## src/rtl/fp_mul_arbiter.sv

```systemverilog
// Two-requester round-robin front end for a shared fixed-latency FP multiplier.
// Tags each issue with its owner and routes the returning product back in issue order.
module fp_mul_arbiter #(
    parameter int unsigned LATENCY = 2,
    parameter int unsigned W       = 31
) (
    input  logic         clk,
    input  logic         rst_n,
    input  logic         req0_valid,
    input  logic [W-1:0] req0_a,
    input  logic [W-1:0] req0_b,
    output logic         req0_ready,
    input  logic         req1_valid,
    input  logic [W-1:0] req1_a,
    input  logic [W-1:0] req1_b,
    output logic         req1_ready,
    output logic         mul_valid,
    output logic [W-1:0] mul_a,
    output logic [W-1:0] mul_b,
    input  logic         mul_ready,
    input  logic [W-1:0] mul_result,
    input  logic [W-1:0] mul_op_delay,
    output logic         res0_valid,
    output logic         res1_valid,
    output logic [W-1:0] res_data,
    output logic [W-1:0] res_op,
    output logic         busy,
    output logic         err
);

    localparam int unsigned CW = $clog2(LATENCY + 2);

    logic               gnt0;
    logic               gnt1;
    logic               grant;
    logic               last_gnt;
    logic               issue_own;
    logic [LATENCY-1:0] tag_vld;
    logic [LATENCY-1:0] tag_own;
    logic               head_vld;
    logic               head_own;
    logic [CW-1:0]      count;
    logic [CW-1:0]      count_nxt;

    // Arbitration: on conflict the requester not granted last time wins.
    always_comb begin
        gnt0       = req0_valid & (~req1_valid | last_gnt);
        gnt1       = req1_valid & (~req0_valid | ~last_gnt);
        grant      = gnt0 | gnt1;
        req0_ready = gnt0;
        req1_ready = gnt1;
    end

    // Result routing straight off the tag head; stale strobes with no tag are dropped.
    always_comb begin
        head_vld   = tag_vld[LATENCY-1];
        head_own   = tag_own[LATENCY-1];
        res0_valid = mul_ready & head_vld & ~head_own;
        res1_valid = mul_ready & head_vld & head_own;
        res_data   = mul_result;
        res_op     = mul_op_delay;
    end

    always_comb begin
        count_nxt = count;
        unique case ({grant, head_vld})
            2'b10:   count_nxt = count + CW'(1);
            2'b01:   count_nxt = count - CW'(1);
            default: count_nxt = count;
        endcase
    end

    always_ff @(posedge clk or negedge rst_n) begin
        if (!rst_n) begin
            last_gnt  <= 1'b1;
            issue_own <= 1'b0;
            mul_valid <= 1'b0;
            mul_a     <= '0;
            mul_b     <= '0;
            tag_vld   <= '0;
            tag_own   <= '0;
            count     <= '0;
            busy      <= 1'b0;
            err       <= 1'b0;
        end else begin
            mul_valid <= grant;
            if (grant) begin
                last_gnt  <= gnt1;
                issue_own <= gnt1;
                mul_a     <= gnt1 ? req1_a : req0_a;
                mul_b     <= gnt1 ? req1_b : req0_b;
            end
            // Head retires every cycle whether or not the multiplier answered.
            tag_vld <= (tag_vld << 1) | LATENCY'(mul_valid);
            tag_own <= (tag_own << 1) | LATENCY'(issue_own);
            count   <= count_nxt;
            busy    <= (count_nxt != '0);
            if (head_vld && !mul_ready) begin
                err <= 1'b1;
            end
        end
    end

endmodule

```

## config.mk

```make
export PLATFORM = sky130hd
export DESIGN_NAME = fp_mul_arbiter
export DESIGN_NICKNAME = d
export VERILOG_FILES = /design/src/rtl/fp_mul_arbiter.sv
export SDC_FILE = /design/constraint.sdc
export NUM_CORES = 1
export LEC_CHECK = 0
export CORE_ASPECT_RATIO = 0.75
export CORE_MARGIN = 8
export CORE_UTILIZATION = 35
export CTS_CLUSTER_DIAMETER = 120
export CTS_CLUSTER_SIZE = 24
export DETAILED_ROUTE_END_ITERATION = 6
export HOLD_SLACK_MARGIN = 0.06
export PLACE_DENSITY = 0.81
export SYNTH_ARGS = -nofsm -noshare
export SYNTH_HDL_FRONTEND = slang
export SYNTH_SLANG_ARGS = --single-unit
```

## constraint.sdc

```tcl
create_clock -name clk -period 1.9 [get_ports clk]
set_input_delay 0.38 -clock clk [delete_from_list [all_inputs] [get_ports clk]]
set_output_delay 0.38 -clock clk [all_outputs]
set_load 0.01 [all_outputs]
```

==> results of run 1 <==
-- routing by layer --
layer  routed length [um]  GRT usage, %
met5                   13             0
met2                 6940          27.8
met4                  225          5.01
met1                 5870          19.4
met3                 1620          8.06
-- Yosys cell counts (2+ instances only) --
cell / n / share of area [%]
a21o_1: 2 / 0.33
a21oi_1: 5 / 0.56
buf_1: 2 / 0.17
buf_2: 18 / 2.0
buf_4: 62 / 10
buf_6: 5 / 1.3
clkbuf_1: 15 / 1.3
dfrtp_1: 72 / 40
inv_1: 5 / 0.42
mux2_1: 35 / 8.8
mux2_2: 27 / 6.8
nor2_1: 7 / 0.58
o31a_1: 59 / 11
o32a_1: 59 / 13
o32ai_1: 3 / 0.58
xnor2_1: 3 / 0.58
-- power groups by stage --
stage / Sequential [uW] / Combinational, uW / Clock, uW
2_1_floorplan: 2020 / 832 / 0
3_3_place_gp: 1950 / 1620 / 0
3_5_place_dp: 1950 / 1670 / 0
4_1_cts: 1930 / 1680 / 1900
5_1_grt: 1960 / 1790 / 1960
6_report: 1930 / 1660 / 1850
-- state kept, by name, indices dropped and copies added (netlist names) --
register,count
busy,1
count,2
err,1
issue_own,1
last_gnt,1
mul_a,31
mul_b,31
mul_valid,1
tag_own,2
tag_vld,2
-- worst max-delay path, cell delays in order (launching register included) --
cell and delay, ns:
dfstp_2 0.57, nor2b_4 0.05, nor2_2 0.16, dlygate4sd2_1 0.30
-- cells by family (layout without fill, tap and decap cells) --
group	after synthesis	in the layout	share of synthesized area, %
AO/OA/AOI/OAI	128	128	26.1
XOR/XNOR	4	4	0.779
adder cells (fa/ha/maj)	1	1	0.278
buffers and inverters	109	233	15.6
flip-flops	73	73	40.6
multiplexers	62	62	15.5
other	0	1	0
AND/OR/NAND/NOR	11	11	1.11
-- area by class of cell --
| type | instances | area [um2] | share of cell area, % |
|---|---|---|---|
| tap | 171 | 214 | 3.32 |
| timing repair buffer | 210 | 2070 | 32.1 |
| clock inverter | 6 | 90.1 | 1.40 |
| multi-input combinational | 206 | 1980 | 30.7 |
| sequential | 73 | 1830 | 28.3 |
| clock buffer | 10 | 239 | 3.71 |
| inverter | 7 | 26.3 | 0.407 |
| antenna | 1 | 2.50 | 0.0388 |
-- metrics by stage --
stage | setup TNS [ns] | hold slack (ns) | cells | setup slack, ns | total power (uW)
6_report | 0 | 0.351 | 684 | 0.111 | 5440
5_1_grt | 0 | 0.365 | 683 | 0.0605 | 5720
4_1_cts | 0 | 0.358 | 683 | 0.0172 | 5510
3_5_place_dp | -0.0579 | 0.343 | 666 | -0.0343 | 3630
3_3_place_gp | -0.0656 | 0.334 | 666 | -0.0390 | 3570
2_1_floorplan | 0 | 0.0844 | 388 | 0.323 | 2850
-- what timing repair did --
action / 4_1_cts / 5_1_grt
resized for setup: 4 / 1
hold buffers: 1 / 0
endpoints found under the setup margin: 3 / 1
endpoints found under the hold margin: 32 / 0
-- final timing paths --
kind / end / startpoint / slack, ns / depth (start not counted)
worst min register to register: tag_own[1] / tag_own[0] / 0.35 / 0
worst max register to register: mul_a[26] / last_gnt / 0.35 / 3
min in group asynchronous: mul_a[3] / rst_n / 0.54 / 2
max in group asynchronous: mul_b[24] / rst_n / 0.75 / 3
worst max-delay path: req0_ready / last_gnt / 0.11 / 3
worst min-delay path: tag_own[1] / tag_own[0] / 0.35 / 0
==> flow_summary.toml, run 1 <==
[timing]
rsz0062_at_grt = "no"
worstMarginPinSlew_ns = 0.731
skew_ns = 0.00773
final-setup-viol-count = 0
finalHoldViolations = 0
clock.fmax_mhz = 559
period_needed_ns = 1.79
drv_slew = 0
max_slew_margin_pct = 51.3
fin_crit_sh_pct = 94.1

[synthesis]
post_synth_num_cell_types = 25
avgSynthCellArea_um2 = 11.6
async_flop_share_pct = 100
synth_edf_count = 0
synth_flop_cell = "dfrtp_1"
yosysWarnings = 0
syn_nets = 580
synth.ff_latch_count = 73
seq_area_frac_synth_pct = 40.6
syn_inst = 388
netlist_area_mm2 = 0.00450

[global_route]
grt_pass1_vias = 4208
grt_max_degree = 63
gr-total-overflow = 0
grt_first_pass_wirelength_mm = 23.0
antenna_found_initial = 1
track_usage_pct = 17.0

[floorplanning]
die_area_mm2 = 0.0168
coreArea_mm2 = 0.0128
die_w_um = 147
rows = 36
num_io_pins = 322
start_util_pct = 35.2
die_h_um = 114

[finish]
utilization_pct = 50.4
nNetsFinal = 699
final_cell_mix = "clkdlybuf4s50_1, dfrtp_1, o32a_1, o31a_1, mux2_1"
layout_commonest_cell = "clkdlybuf4s50_1"
final_area_mm2 = 0.00645
syn_to_final_growth_pct = 43.4
fill_cells = 1121
drive_above_1_share_pct = 12.3

[power]
seq_power_share_pct = 35.5
pwr-share-clk_pct = 34.0
powerDensity_mw_per_mm2 = 844
p_leak_uw = 0.00242
swShare_pct = 27.1
pwr-share-comb_pct = 30.5
peakVddDrop_mv = 0.483
p_sw_uw = 1470
p_int_uw = 3970

[clock_network]
numCtsBuffers = 9
cts.reportedPaths.clkPinSlew_ns = 0.06
clk_latency_ns = 0.32
cts_tree = "done"
clockBufferDepth = 2
root_buffer = "clkbuf_16"
cts_setup_buffers = 0
h-tree-depth = 3
cts.sinks = 73

[placed_design]
gp_congestion = 0.743
place_area_mm2 = 0.00611
place_hpwl_mm = 10.4
port_buffers = 197

[setup_path]
endpoint_kind = "output pin"
arrival_ns = 1.41
crit_required_ns = 1.52
cp-start-kind = "flip-flop"
critPathMaxFanout = 4
critical_path_class = "flip-flop to output pin"

[drt]
vias = 3824
drtPass1Iterations = 4
wl_per_cell_um = 21.4
wl_mm = 14.7
ant_nets = 0
vias_per_cell = 5.59
route.detailed.drc = 0
dr.first_iter.drc_count = 146

[hold_path]
hold_class = "flip-flop to flip-flop"

[flow_run]
max_cap_violations = 0

[outcome]
status = "completed"
Note: power is estimated with default switching activity, not from simulation.
==> run 2: changes to the inputs <==
--- a/config.mk
+++ b/config.mk
@@ -5,14 +5,15 @@
 export SDC_FILE = /design/constraint.sdc
 export NUM_CORES = 1
 export LEC_CHECK = 0
+export ABC_AREA = 1
 export CORE_ASPECT_RATIO = 0.75
 export CORE_MARGIN = 8
-export CORE_UTILIZATION = 35
+export CORE_UTILIZATION = 34
 export CTS_CLUSTER_DIAMETER = 120
 export CTS_CLUSTER_SIZE = 24
 export DETAILED_ROUTE_END_ITERATION = 6
 export HOLD_SLACK_MARGIN = 0.06
-export PLACE_DENSITY = 0.81
+export PLACE_DENSITY = 0.82
 export SYNTH_ARGS = -nofsm -noshare
 export SYNTH_HDL_FRONTEND = slang
 export SYNTH_SLANG_ARGS = --single-unit
==> run 2 against run 1 <==
Final area decreased by 6.4%. Final cell count increased by 21%. Global-route usage decreased by 1.3 points. Clock-buffer cell count decreased by 1. Utilization increased by 1.4 points. Wire length decreased by 14%. First-iteration DRC count decreased by 17%. Worst setup slack improved by 0.016 ns. Critical path depth increased by 2. Non-clock buffer count increased by 5. Critical endpoint unchanged. Largest cell class unchanged.
==> flow_summary.toml, run 2 <==
[drt]
route.detailed.drc = 0
dr.first_iter.drc_count = 121
drtPass1Iterations = 5
vias_per_cell = 4.51
wl_per_cell_um = 15.3
wl_mm = 12.7
ant_nets = 0
vias = 3737

[power]
p_int_uw = 3790
pwr-share-comb_pct = 28.7
power.total_uw = 5270
pwr-share-clk_pct = 34.3
powerDensity_mw_per_mm2 = 874
p_sw_uw = 1490
peakVddDrop_mv = 0.436
seq_power_share_pct = 37.0
swShare_pct = 28.2
p_leak_uw = 0.00286

[clock_network]
clockBufferDepth = 2
cts.sinks = 73
root_buffer = "clkbuf_16"
clk_latency_ns = 0.32
h-tree-depth = 3
cts.reportedPaths.clkPinSlew_ns = 0.06
cts_tree = "done"
numCtsBuffers = 9

[floorplanning]
die_area_mm2 = 0.0158
num_io_pins = 322
die_h_um = 111
coreArea_mm2 = 0.0117
rows = 34
die_w_um = 142
start_util_pct = 34.9

[placed_design]
gp_congestion = 0.810
place_hpwl_mm = 9.66
port_buffers = 197
place_inst = 811

[finish]
fin_cells = 828
multiInputGateArea_mm2 = 0.00146
regArea_mm2 = 0.00183
diodes = 0
syn_to_final_growth_pct = 48.2
final_cell_mix = "nand2_1, clkdlybuf4s50_1, dfrtp_1"
layout_commonest_cell = "nand2_1"
drive_above_1_share_pct = 5.86
reg.largest.list = "mul_a (31), mul_b (31)"
fill_cells = 1125
nNetsFinal = 853

[global_route]
gr-total-overflow = 0
grt_pass1_vias = 3770
grt_first_pass_wirelength_mm = 19.9
grt_max_degree = 58
antenna_found_initial = 0
track_usage_pct = 15.7

[synthesis]
seq_area_frac_synth_pct = 44.9
syn_nets = 723
synth.area.top_cells = "dfrtp_1, nand2_1, buf_4, nand3_1, o21ai_0"
syn_inst = 531
netlist_area_mm2 = 0.00407
synth_edf_count = 0
synth_top_area_cell = "dfrtp_1"
synth.ff_latch_count = 73
avgSynthCellArea_um2 = 7.67
synth_top_cells_by_count = "nand2_1, buf_4, dfrtp_1, nand3_1, o21ai_0"
async_flop_share_pct = 100
synth.most_common_cell = "nand2_1"
yosysWarnings = 0
post_synth_num_cell_types = 18
synth_flop_cell = "dfrtp_1"
synth_top_area_share_pct = 44.2

[timing]
rsz0062_at_grt = "no"
final-setup-viol-count = 0
finalHoldViolations = 0
period_needed_ns = 1.77
worstMarginPinSlew_ns = 0.413
skew_ns = 0.00426
clock.fmax_mhz = 564
fin_crit_sh_pct = 93.3
max_slew_margin_pct = 72.4
drv_slew = 0

[setup_path]
reg2reg_from = "last_gnt"
critPathMaxFanout = 3
arrival_ns = 1.39
r2r-end = "busy"
regToRegSetupSlack_ns = 0.21
cp-start-kind = "flip-flop"
critical_path_class = "flip-flop to output pin"
crit_required_ns = 1.52
endpoint_kind = "output pin"
reg2reg_depth = 9

[outcome]
status = "completed"

[hold_path]
holdPathEnd = "tag_own[1]"
holdCritStartpoint = "tag_own[0]"
hold_class = "flip-flop to flip-flop"
hold_depth = 0

[flow_run]
max_cap_violations = 0
-- run 2: cell types whose count changed after synthesis, moves of 14 or more --
cell,previous run,this run
mux2_2,27,0
buf_2,18,3
inv_1,5,21
o32a_1,59,0
o31a_1,59,0
nand3_1,0,64
buf_4,62,76
mux2_1,35,0
o21ai_0,0,47
nand2_1,1,214
-- run 2: timing repair --
item                                    CTS  global route
hold buffers                              1             0
resized for setup                         5             0
endpoints found under the hold margin    23             0
endpoints found under the setup margin    4             0
buffers inserted                          0             0
-- run 2: worst max-delay path: stages, from the launching register on --
cell	delay, ns
dfstp_2	0.53
inv_1	0.05
nand2_1	0.08
nand2_2	0.07
inv_1	0.08
dlygate4sd2_1	0.27
-- run 2: worst max path at each step --
stage,slack (ns),to,cells after the start,start
after floorplan,0.20,busy,12,req0_valid
after global placement,-0.19,req0_ready,5,req1_valid
after detailed placement,-0.23,req0_ready,5,req1_valid
after CTS,0.1,req0_ready,5,last_gnt
after global routing,0.03,req0_ready,5,last_gnt
final,0.13,req0_ready,5,last_gnt
-- run 2: stage by stage --
stage / setup slack [ns] / instance area [um2] / utilization, % / hold WS [ns] / TNS [ns]
5_1_grt: 0.0266 / 6030 / 51.8 / 0.355 / 0
3_3_place_gp: -0.189 / 5710 / 49.0 / 0.313 / -0.796
6_report: 0.127 / 6030 / 51.8 / 0.350 / 0
4_1_cts: 0.0991 / 6030 / 51.8 / 0.353 / 0
3_5_place_dp: -0.234 / 5710 / 49.0 / 0.322 / -2.08
2_1_floorplan: 0.197 / 4070 / - / 0.0844 / 0
-- run 2: routing by layer --
metal	vias up	global-route usage, %	wire (um)
met5	-	1.97	35
met4	2	3.11	67
met3	8	10.4	1950
met2	198	24.1	5500
met1	1653	17.8	5100
li1	1876	-	-
-- run 2: area by class of cell --
class | instances | area share, %
clock buffer | 9 | 3.73
clock inverter | 7 | 1.58
inverter | 21 | 1.31
multi-input combinational | 341 | 24.2
sequential | 73 | 30.3
tap | 162 | 3.36
timing repair buffer | 215 | 35.6
-- run 2: cells by family after synthesis --
kind of cell / Yosys count / synth area share (%)
and+or+nand+nor: 285 / 28.5
buffers and inverters: 117 / 19.4
DFF: 73 / 44.9
AOI/OAI and AO/OA: 54 / 6.70
xor gates and xnor gates: 1 / 0.215
adders and majority gates: 1 / 0.307
-- run 2: power by group through the flow --
stage | combinational (uW) | clock (uW) | sequential (uW)
finish | 1510 | 1810 | 1950
global route | 1680 | 1940 | 1980
global placement | 1510 | 0 | 1970
floorplan | 678 | 0 | 2070
CTS | 1540 | 1870 | 1950
detailed placement | 1540 | 0 | 1980
==> run 3: changes to the inputs <==
--- a/config.mk
+++ b/config.mk
@@ -6,6 +6,7 @@
 export NUM_CORES = 1
 export LEC_CHECK = 0
 export ABC_AREA = 1
+export CAP_MARGIN = 25
 export CORE_ASPECT_RATIO = 0.75
 export CORE_MARGIN = 8
 export CORE_UTILIZATION = 34
==> constraint.sdc (replaced) <==
create_clock -name clk -period 1.69 [get_ports clk]
set_input_delay 0.338 -clock clk [delete_from_list [all_inputs] [get_ports clk]]
set_output_delay 0.338 -clock clk [all_outputs]
set_load 0.01 [all_outputs]
==> run 3 against run 2 <==
Die area unchanged. Critical endpoint is now mul_a[27]. Clock-buffer cell count grew 1. Final cell count rose by 0.24%. Largest power group unchanged.
==> flow_summary.toml, run 3 (same netlist as run 2, synthesis figures left out) <==
[outcome]
status = "completed"

[setup_path]
endpoint_kind = "output pin"
cpPeakStageDelay_ns = 0.61
crit_family = "buffers and inverters"
regToRegSetupSlack_ns = 0.12
crit_required_ns = 1.35
cp_cell_sequence = "clkdlybuf4s50_1"
cp_num_buf_inv = 1
arrival_ns = 1.29
reg2reg_depth = 10
reg2reg_from = "last_gnt"
worst_path_max_delay_cell = "clkdlybuf4s50_1"
r2r-end = "busy"
cp-start-kind = "flip-flop"
critical_path_class = "flip-flop to output pin"
critPathMaxFanout = 2

[drt]
vias_per_cell = 4.52
ant_nets = 0
dr.first_iter.drc_count = 166
drtPass1Iterations = 4
vias = 3751
wl_mm = 12.5
wl_per_cell_um = 15.1
route.detailed.drc = 0

[clock_network]
cts.reportedPaths.clkPinSlew_ns = 0.06
h-tree-depth = 3
numCtsBuffers = 9
clk_latency_ns = 0.33
cts_tree = "done"
cts.sinks = 73
clockBufferDepth = 2
root_buffer = "clkbuf_16"

[global_route]
grt_pass1_vias = 3673
grt_first_pass_wirelength_mm = 19.6
antenna_found_initial = 0
track_usage_pct = 15.6
gr-total-overflow = 0
grt_max_degree = 54

[power]
peakVddDrop_mv = 0.467
p_leak_uw = 0.00288
power.total_uw = 5860
powerDensity_mw_per_mm2 = 966
pwr-share-comb_pct = 29.3
pwr-share-clk_pct = 33.3
p_sw_uw = 1680
swShare_pct = 28.7
p_int_uw = 4180
seq_power_share_pct = 37.4

[finish]
utilization_pct = 52.1
diodes = 0
fin_cells = 830
syn_to_final_growth_pct = 49.0
final_cell_mix = "nand2_1, clkdlybuf4s50_1, dfrtp_1"
final_area_mm2 = 0.00607
reg.largest.list = "mul_a (31), mul_b (31)"
drive_above_1_share_pct = 6.44
nNetsFinal = 855
layout_commonest_cell = "nand2_1"
fill_cells = 1104

[placed_design]
port_buffers = 197
gp_congestion = 0.801
pre_cts_slack_ns = -0.345
place_inst = 813
place_area_mm2 = 0.00575
place_hpwl_mm = 9.78

[timing]
rsz0062_at_grt = "no"
worstMarginPinSlew_ns = 0.365
finalHoldViolations = 0
fin_ws_ns = 0.0592
fin_crit_sh_pct = 96.5
clock.fmax_mhz = 613
final-setup-viol-count = 0
period_needed_ns = 1.63
max_slew_margin_pct = 75.6
drv_slew = 0
skew_ns = 0.00610

[hold_path]
holdCritStartpoint = "tag_vld[0]"
hold_class = "flip-flop to flip-flop"
hold_depth = 0
holdPathEnd = "tag_vld[1]"

[flow_run]
max_cap_violations = 0

[floorplanning]
num_io_pins = 322
die_h_um = 111
rows = 34
die_area_mm2 = 0.0158
start_util_pct = 34.9
coreArea_mm2 = 0.0117
die_w_um = 142
## run 3: area by class of cell
type	instances	area, um2	area share (%)
inverters	21	78.8	1.30
flip-flops and latches	73	1830	30.1
clock inverters	6	72.6	1.20
well taps	162	203	3.34
repair buffers	217	2190	36.0
clock buffers	10	239	3.94
multi-input cells	341	1460	24.1
## run 3: per-stage QoR
stage               TNS, ns  hold WS [ns]
finish                    0         0.348
global route              0         0.353
CTS                       0         0.348
detailed placement   -12.03         0.281
global placement      -9.89         0.279
floorplan                 0        0.0424
## run 3: how the worst max path moves through the flow
stage,start,cells past startpoint,to
finish,mul_a[27],1,mul_a[27]
global route,last_gnt,10,busy
CTS,last_gnt,4,req1_ready
detailed placement,req1_valid,5,req0_ready
global placement,req1_valid,5,req0_ready
floorplan,last_gnt,11,busy
## run 3: power by group through the flow
stage / Combinational [uW] / Clock [uW] / Sequential (uW)
floorplan: 762 / 0 / 2320
global placement: 1720 / 0 / 2210
detailed placement: 1750 / 0 / 2220
CTS: 1750 / 2030 / 2200
global route: 1910 / 2100 / 2230
finish: 1720 / 1960 / 2190
## run 3: routing by layer
layer | wire (um) | share of wire (%) | vias to the layer above | track usage, %
met4 | 124 | 0.99 | 2 | 4.17
met5 | 35 | 0.28 | - | 1.97
met3 | 1940 | 16 | 13 | 10.3
met1 | 4970 | 40 | 1660 | 17.7
met2 | 5460 | 44 | 193 | 23.5
li1 | - | - | 1883 | -
## run 3: timing repair
item | 4_1_cts | 5_1_grt
hold buffers | 1 | 0
setup buffers | 0 | 0
resized for setup | 8 | 3
setup endpoints to repair | 4 | 2
hold endpoints to repair | 24 | 0
